**src/rtl/gf16_horner.sv**
```systemverilog
// Purpose : Horner-rule polynomial evaluator over GF(2^16), sequencing an external two-cycle multiplier.
// Latency : n+1 coefficients with coef_valid held high -> res_valid 3n+1 edges after the edge that samples start.
// Backpres: coef_ready only in FIRST/COEF; res_valid/res/res_terms/res_ovf held stable until res_ready.
//
// Ports:
//   clk, rst_n                  clock, asynchronous active-low reset
//   start, x, m, busy           evaluation request, evaluation point, reduction poly, activity flag
//   coef_valid/coef/coef_last   coefficient stream (highest degree first), coef_ready handshake
//   res_valid/res/res_terms/    result, consumed-term count (saturating), saturation flag,
//   res_ovf/res_ready           held until res_ready
//   mul_req/mul_a/mul_b/mul_m   request and operands to the attached gmul16
//   mul_p/mul_rdy               product from gmul16, valid when mul_rdy is high
module gf16_horner #(
  parameter int DWIDTH = 16,
  parameter int CNT_W  = 8
) (
  input  logic              clk,
  input  logic              rst_n,
  input  logic              start,
  input  logic [DWIDTH-1:0] x,
  input  logic [DWIDTH-1:0] m,
  output logic              busy,
  input  logic              coef_valid,
  input  logic [DWIDTH-1:0] coef,
  input  logic              coef_last,
  output logic              coef_ready,
  output logic              res_valid,
  output logic [DWIDTH-1:0] res,
  output logic [CNT_W-1:0]  res_terms,
  output logic              res_ovf,
  input  logic              res_ready,
  output logic              mul_req,
  output logic [DWIDTH-1:0] mul_a,
  output logic [DWIDTH-1:0] mul_b,
  output logic [DWIDTH-1:0] mul_m,
  input  logic [DWIDTH-1:0] mul_p,
  input  logic              mul_rdy
);

  typedef enum logic [2:0] {
    S_IDLE  = 3'd0,
    S_FIRST = 3'd1,
    S_MUL   = 3'd2,
    S_COEF  = 3'd3,
    S_DONE  = 3'd4
  } state_t;

  state_t            state;
  logic [DWIDTH-1:0] acc;
  logic [DWIDTH-1:0] x_r;
  logic [DWIDTH-1:0] m_r;
  logic [CNT_W-1:0]  cnt;
  logic              ovf;
  // 0 on the first cycle of a multiply, 1 from the second cycle on.
  logic              mul_ph;

  logic              coef_fire;
  logic [DWIDTH-1:0] acc_fold;
  logic              cnt_full;
  logic [CNT_W-1:0]  cnt_next;
  logic              ovf_next;

  assign coef_fire = coef_valid & coef_ready;
  // Field addition is plain XOR: no carries, no growth.
  assign acc_fold  = acc ^ coef;
  // Term counter sticks at all-ones; any further accepted term marks overflow.
  assign cnt_full  = &cnt;
  assign cnt_next  = cnt_full ? cnt : cnt + CNT_W'(1);
  assign ovf_next  = ovf | cnt_full;

  always_ff @(posedge clk or negedge rst_n) begin
    if (!rst_n) begin
      state      <= S_IDLE;
      acc        <= '0;
      x_r        <= '0;
      m_r        <= '0;
      cnt        <= '0;
      ovf        <= 1'b0;
      mul_ph     <= 1'b0;
      busy       <= 1'b0;
      coef_ready <= 1'b0;
      res_valid  <= 1'b0;
      res        <= '0;
      res_terms  <= '0;
      res_ovf    <= 1'b0;
      mul_req    <= 1'b0;
      mul_a      <= '0;
      mul_b      <= '0;
      mul_m      <= '0;
    end else begin
      case (state)
        S_IDLE: begin
          if (start) begin
            x_r        <= x;
            m_r        <= m;
            acc        <= '0;
            cnt        <= '0;
            ovf        <= 1'b0;
            busy       <= 1'b1;
            coef_ready <= 1'b1;
            state      <= S_FIRST;
          end
        end

        S_FIRST: begin
          // Leading coefficient seeds the accumulator directly (0*x ^ c).
          if (coef_fire) begin
            acc        <= coef;
            cnt        <= CNT_W'(1);
            coef_ready <= 1'b0;
            if (coef_last) begin
              res_valid <= 1'b1;
              res       <= coef;
              res_terms <= CNT_W'(1);
              res_ovf   <= 1'b0;
              state     <= S_DONE;
            end else begin
              mul_req <= 1'b1;
              mul_a   <= coef;
              mul_b   <= x_r;
              mul_m   <= m_r;
              mul_ph  <= 1'b0;
              state   <= S_MUL;
            end
          end
        end

        S_MUL: begin
          // A product cannot be ready in the first request cycle, so a
          // mul_rdy there is bogus and is dropped.
          if (!mul_ph) begin
            mul_ph <= 1'b1;
          end else if (mul_rdy) begin
            acc        <= mul_p;
            mul_req    <= 1'b0;
            mul_a      <= '0;
            mul_b      <= '0;
            mul_m      <= '0;
            coef_ready <= 1'b1;
            state      <= S_COEF;
          end
        end

        S_COEF: begin
          // Leaving COEF always drops mul_req for this cycle, which gives the
          // multiplier its mandatory idle gap between operations.
          if (coef_fire) begin
            acc        <= acc_fold;
            cnt        <= cnt_next;
            ovf        <= ovf_next;
            coef_ready <= 1'b0;
            if (coef_last) begin
              res_valid <= 1'b1;
              res       <= acc_fold;
              res_terms <= cnt_next;
              res_ovf   <= ovf_next;
              state     <= S_DONE;
            end else begin
              mul_req <= 1'b1;
              mul_a   <= acc_fold;
              mul_b   <= x_r;
              mul_m   <= m_r;
              mul_ph  <= 1'b0;
              state   <= S_MUL;
            end
          end
        end

        S_DONE: begin
          if (res_ready) begin
            res_valid <= 1'b0;
            res       <= '0;
            res_terms <= '0;
            res_ovf   <= 1'b0;
            busy      <= 1'b0;
            state     <= S_IDLE;
          end
        end

        default: begin
          state <= S_IDLE;
        end
      endcase
    end
  end

endmodule

```
**config.mk**
```make
export PLATFORM = sky130hd
export DESIGN_NAME = gf16_horner
export DESIGN_NICKNAME = d
export VERILOG_FILES = /design/src/rtl/gf16_horner.sv
export SDC_FILE = /design/constraint.sdc
export NUM_CORES = 1
export LEC_CHECK = 0
export BUFFER_PORTS_ARGS = -buffer_cell sky130_fd_sc_hd__buf_4
export CAP_MARGIN = 20
export CORE_MARGIN = 5
export CORE_UTILIZATION = 57
export CTS_BUF_LIST = sky130_fd_sc_hd__clkbuf_4 sky130_fd_sc_hd__clkbuf_8
export DETAILED_ROUTE_END_ITERATION = 7
export PLACE_DENSITY = 0.95
export SETUP_SLACK_MARGIN = 0.4
export SYNTH_ARGS = -nofsm -noshare
export SYNTH_HDL_FRONTEND = slang
export SYNTH_SLANG_ARGS = --single-unit
```
**constraint.sdc**
```tcl
create_clock -name clk -period 2.5 [get_ports clk]
set_input_delay 0.125 -clock clk [delete_from_list [all_inputs] [get_ports clk]]
set_output_delay 0.125 -clock clk [all_outputs]
set_load 0.01 [all_outputs]
```
# Word level (Yosys, flattened, before mapping)
# Cells that the tools add are included.
[word_totals]
input_bits = 71
elab_cells = 131
reg_bits = 138
output_inout_bits = 77
[op_classes]
n_addsub = 1
n_eq_ne = 17
mux = 69
n_bitwise = 3
n_reduce_logical = 24
[op_table]
columns = ["cell", "count"]
rows = [
  ["16-bit 2-to-1 mux", 20],
  ["16-bit one-hot mux with 3 select lines", 2],
  ["8-bit 2-to-1 mux", 9],
  ["16-bit one-hot mux with 2 select lines", 2],
  ["16-bit one-hot mux with 4 select lines", 1],
  ["8-bit one-hot mux with 3 select lines", 2],
  ["2-bit inequality test, second input constant", 11],
  ["1-bit 2-to-1 mux", 19],
  ["3-bit 2-to-1 mux", 6],
  ["16-bit XOR", 1],
  ["5-bit AND reduction", 3],
  ["3-bit one-hot mux with 4 select lines", 1],
  ["6-bit AND reduction", 2],
  ["3-bit nonzero test", 4],
  ["1-bit one-hot mux with 2 select lines", 5],
  ["3-bit AND reduction", 3],
  ["8-bit by 1-bit adder with 8-bit output, second input constant", 1],
  ["4-bit AND reduction", 2],
  ["8-bit AND reduction", 1],
  ["2-bit nonzero test", 4],
  ["7-bit AND reduction", 1],
  ["3-bit by 2-bit == test with 1-bit output, second input constant", 2],
  ["1-bit one-hot mux with 3 select lines", 2],
  ["2-bit by 1-bit inequality test with 1-bit output, second input constant", 2],
  ["8 further kinds", 8],
]

# Longest topological paths before layout
[logic_depth]
depth_word = 5
depth_mapped = 8
depth_no_buf = 5

# Least setup slack after synthesis
# Ideal clock, no wire load.
[synth_path]
path_kind = "register -> register"
start = "reg state[0]"
end = "reg m_r[10]"
arrival_time_ns = 1.521
setup_ns = 0.125
required_ns = 2.375
period_less_slack_ns = 1.646
n_path_buf = 2
slack_ns = 0.854
stages_incl_launch_ff = 6
path_cell_list = "dfrtp_1 > buf_6 > or3b_4 > nor2_8 > buf_6 > mux2_2"
[synth_via]
elab_chain_cells = 2
[synth_rtl]
columns = ["item", "line", "source"]
rows = [
  ["from (decl)", "48", "state_t state;"],
  ["from (signal assigned)", "73", "state <= S_IDLE;"],
  ["from (signal assigned)", "101", "state <= S_FIRST;"],
  ["from (signal assigned)", "116", "state <= S_DONE;"],
  ["3-bit zero test", "91", "case (state)"],
  ["2-bit AND reduction (no line)", "--", ""],
  ["to (signal assigned)", "95", "m_r <= m;"],
  ["to (decl)", "51", "logic [DWIDTH-1:0] m_r;"],
]
# Every way passes these cells.
# A chain may end at the register's enable or synchronous reset.

# Worst setup path after layout
[layout_path]
start = "reg state[1]"
end = "reg mul_m[7]"
[layout_via]
elab_chain_cells = 4
elab_cells_between_ends = 11
classes_between = "7 x eq/ne; 1 x mux; 3 x reduce/logical"
[layout_rtl]
columns = ["item", "line", "source"]
rows = [
  ["3-bit by 2-bit == test with 1-bit output or 3-bit by 1-bit == test with 1-bit output (tied branches)", "91", ""],
  ["2-bit OR reduction (no line)", "--", ""],
  ["2-bit by 1-bit inequality test with 1-bit output (no line) (tied with other cells)", "--", ""],
  ["5-bit AND reduction (no line)", "--", ""],
  ["to (signal assigned)", "121", "mul_m <= m_r;"],
  ["to (signal assigned)", "162", "mul_m <= m_r;"],
  ["to (decl)", "35", "output logic [DWIDTH-1:0] mul_m,"],
]
# Parallel ways exist; a longest one is shown, timed or not.

==> qor_table.md <==
| Result | Value |
| --- | --- |
| Kind of capture point of the worst setup path | flop |
| Leakage power figure | 0.00401 uW |
| Initial standard-cell utilization of the core | 0.587 |
| Placed Instance Area | 7940 um2 |
| Part of the cycle the worst path needs | 0.780 |
| Top fanout value on the critical path | 50 |
| Most used routing layer | met2 |
| Antenna viol nets, final | 0 |
| Kind of start point of the critical path | flop |
| I/O Buffers | 147 |
| Number of hold violations in the final report | 0 |
| Count of unique library cells instantiated by Yosys | 52 |
| Worst-path clk slew | 0.09 ns |
| NumNets Final | 949 |
| Core Rows | 39 |
| Floorplan core area | 11,600 um2 |
| Origin of the worst setup path | state[1] |
| Overall global routing resource usage | 0.269 |
| Total Wirelength | 19.7 mm |
| Global routing met3 resource utilization | 0.0588 |
| Status | finished, final reports clean |
| Setup slack of the worst register-to-register path | 0.55 ns |
| I/O pin count | 148 |
| Wire length of the first global-routing pass | 30.5 mm |
| Post-synthesis register bit count | 138 |
| Total negative setup slack | 0 ns |
| Non-Filler Cell Area, Final | 8930 um2 |
| End point of the critical path | mul_m[7] |
| Overall via count from detail_route | 6,250 |
| Startpoint of the most critical register-to-register path | state[1] |
| Final count of pins violating max slew | 0 |
| First-pass detailed-route iteration total | 6 |
| Global-route met1 utilization | 0.311 |
| Number of design rule violations left after detail routing | 0 |
| Detail-routed via count per cell | 6.04 |
| Min Tclk post-route | 1.95 ns |
| Synthesized area per cell | 9.86 um2 |
| Antenna violations before repair | 0 |
| Number of cells produced by synthesis | 689 |
| Warnings, synthesis | 0 |
| Data required time at the worst endpoint | 2.80 ns |
| Average wire per cell in the routed design | 19.1 um |
| CTS tree | yes |
| Cell area after technology mapping | 6790 um2 |
| Worst reg-to-reg path cell count | 5 |
| Placed wire-length estimate after detailed placement | 11.4 mm |
| Vert. Die Dim | 119 um |
| Number of clock buffers inserted by TritonCTS | 17 |
| Crit Reg-Reg Endpoint | mul_m[7] |
| Routability congestion estimate from global placement | 0.866 |
| Detailed router's first-iteration violation count | 659 |
| Worst Max-Slew Pin Slew | 0.839 ns |
| Max-cap check violation count | 0 |
| Total number of H-tree levels | 4 |
| Unrepaired setup endpoints after global routing | no |
| Number of global-route vias before repair | 6,163 |
| Die span in x | 119 um |
| Clk Tree Root Cell | sky130_fd_sc_hd__clkbuf_8 |
| Overflow left after global routing | 0 |
| Synthesized Nets | 761 |
| Met2 track demand over resource in global routing | 0.454 |
| Worst Skew | 0.0112 ns |
| Post-synth EDFFs | 0 |
| Data arrival time of the critical path | 2.25 ns |
| Floorplan die area | 14,200 um2 |
| Layout cell share with drive strength beyond 1 | 0.293 |
| Maximum operating frequency | 513 MHz |
| Power density over the cells | 1190 nW/um2 |
| Number of buffers between clock root and the deepest sink | 2 |
| Clock latency of the later-clocked register in the worst-skew pair | 0.45 ns |
| Share of synthesized flip-flops with an asynchronous set or reset | 1.00 |
| Largest net degree at the start of global routing | 100 |
| Worst rel slew slack | 0.440 |
| Worst min-delay path category | in2reg |
| Crit Path Category | reg2reg |
| Area delta synth->final | 31.5% |
| Worst supply voltage drop on vdd | 0.000841 V |
| Number of endpoints failing setup at the final stage | 0 |
| Sequential element share of the synthesized area | 0.508 |
| Total clock sinks | 138 |
| Predominant post-synthesis flop cell | sky130_fd_sc_hd__dfrtp_1 |
## cells by family after synthesis
group | Yosys count | synth area share
AO/OA/AOI/OAI | 207 | 0.191
buffers and inverters | 52 | 0.0472
multiplexers | 51 | 0.0840
XOR/XNOR | 2 | 0.00258
AND/OR/NAND/NOR | 238 | 0.165
adder cells (fa/ha/maj) | 1 | 0.00184
flip-flops | 138 | 0.508
## repair_timing
action / in CTS / in global routing
setup endpoints to repair: 1 / 77
pin swaps: 0 / 2
buffers inserted: 0 / 1
gates cloned: 0 / 2
hold buffers: 51 / 0
resized for setup: 1 / 3
hold endpoints to repair: 100 / 0
## per-stage QoR
step | total power [uW] | utilization | cells | hold slack, ns | setup slack, ns
floorplan | 6700 | - | 689 | -0.171 | 0.854
global placement | 8140 | 0.687 | 947 | 0.0776 | 0.440
detailed placement | 8360 | 0.687 | 947 | 0.0744 | 0.401
CTS | 10400 | 0.767 | 1030 | 0.00910 | 0.424
global route | 11200 | 0.772 | 1033 | 0.0548 | 0.423
finish | 10600 | 0.772 | 1034 | 0.0551 | 0.550
## layout by cell type, fill, tap and decap left out, types with 17 or more instances in the layout
cell type	instances
sky130_fd_sc_hd__a22oi_1	17
sky130_fd_sc_hd__nand2_1	116
sky130_fd_sc_hd__mux2_2	48
sky130_fd_sc_hd__clkbuf_8	18
sky130_fd_sc_hd__nand2b_1	36
sky130_fd_sc_hd__nor2b_1	18
sky130_fd_sc_hd__a21oi_1	43
sky130_fd_sc_hd__nor2_1	45
sky130_fd_sc_hd__dlygate4sd3_1	51
sky130_fd_sc_hd__o21ai_0	83
sky130_fd_sc_hd__dfrtp_1	137
sky130_fd_sc_hd__buf_4	158
## how the worst min path moves through the flow
stage	cells past startpoint	slack, ns	from	to
floorplan	0	-0.17	rst_n	acc[0]
global placement	1	0.08	rst_n	mul_m[14]
detailed placement	1	0.07	rst_n	mul_m[14]
CTS	3	0.009	coef_last	res_valid
global route	3	0.05	coef_last	res_valid
finish	3	0.06	coef_last	res_valid
## worst max-delay path, stage by stage (launching register included)
cell and delay, ns:
sky130_fd_sc_hd__dfrtp_1 0.39, sky130_fd_sc_hd__buf_4 0.27, sky130_fd_sc_hd__nand4b_1 0.20, sky130_fd_sc_hd__a221o_4 0.63
sky130_fd_sc_hd__nand2_1 0.18, sky130_fd_sc_hd__o21ai_0 0.12
## Yosys cell counts, types with 6 or more instances
library cell                  n  area, um2
sky130_fd_sc_hd__clkbuf_1    14       52.6
sky130_fd_sc_hd__buf_4        6       45.0
sky130_fd_sc_hd__buf_2       15       75.1
sky130_fd_sc_hd__nor2_1      46        173
sky130_fd_sc_hd__nand2_1    116        435
sky130_fd_sc_hd__a22oi_1     17        128
sky130_fd_sc_hd__a21oi_1     43        215
sky130_fd_sc_hd__dfrtp_1    138       3450
sky130_fd_sc_hd__mux2_2      48        541
sky130_fd_sc_hd__a32oi_1     16        140
sky130_fd_sc_hd__o21ai_0     83        415
sky130_fd_sc_hd__nand2b_1    36        225
sky130_fd_sc_hd__buf_6       11        124
sky130_fd_sc_hd__nor2b_1     19        119
sky130_fd_sc_hd__o21ai_1     12       60.1
sky130_fd_sc_hd__o2bb2ai_1   16        140
## layout make-up
type                            count  area [um2]
Multi-Input combinational cell    501        3070
Inverter                            5        18.8
Sequential cell                   138        3450
Antenna cell                        1        2.50
Tap cell                          143         179
Fill cell                         675        2630
Clock buffer                       18         248
Timing Repair Buffer              214        1790
Clock inverter                     14         170
## power breakdown
part           leakage, uW  internal [uW]  switching (uW)
Clock             0.000201           1010             926
Combinational      0.00208           2150            2650
Sequential         0.00172           3160             713
## flip-flops by register name (all words and copies together) (netlist names)
| signal | cells |
|---|---|
| busy | 1 |
| mul_b | 16 |
| mul_a | 16 |
| x_r | 16 |
| mul_ph | 1 |
| mul_req | 1 |
| res_ovf | 1 |
| acc | 16 |
| state | 3 |
| m_r | 16 |
| coef_ready | 1 |
| res | 16 |
| res_terms | 8 |
| cnt | 8 |
| mul_m | 16 |
| ovf | 1 |
| res_valid | 1 |
## routing by layer
| layer | wire, um | vias to the layer above |
|---|---|---|
| met5 | 0 | - |
| met4 | 1000 | 0 |
| met3 | 1580 | 91 |
| met2 | 9900 | 363 |
| met1 | 7230 | 2993 |
| li1 | - | 2803 |
Power figures use the tool's default switching activity.
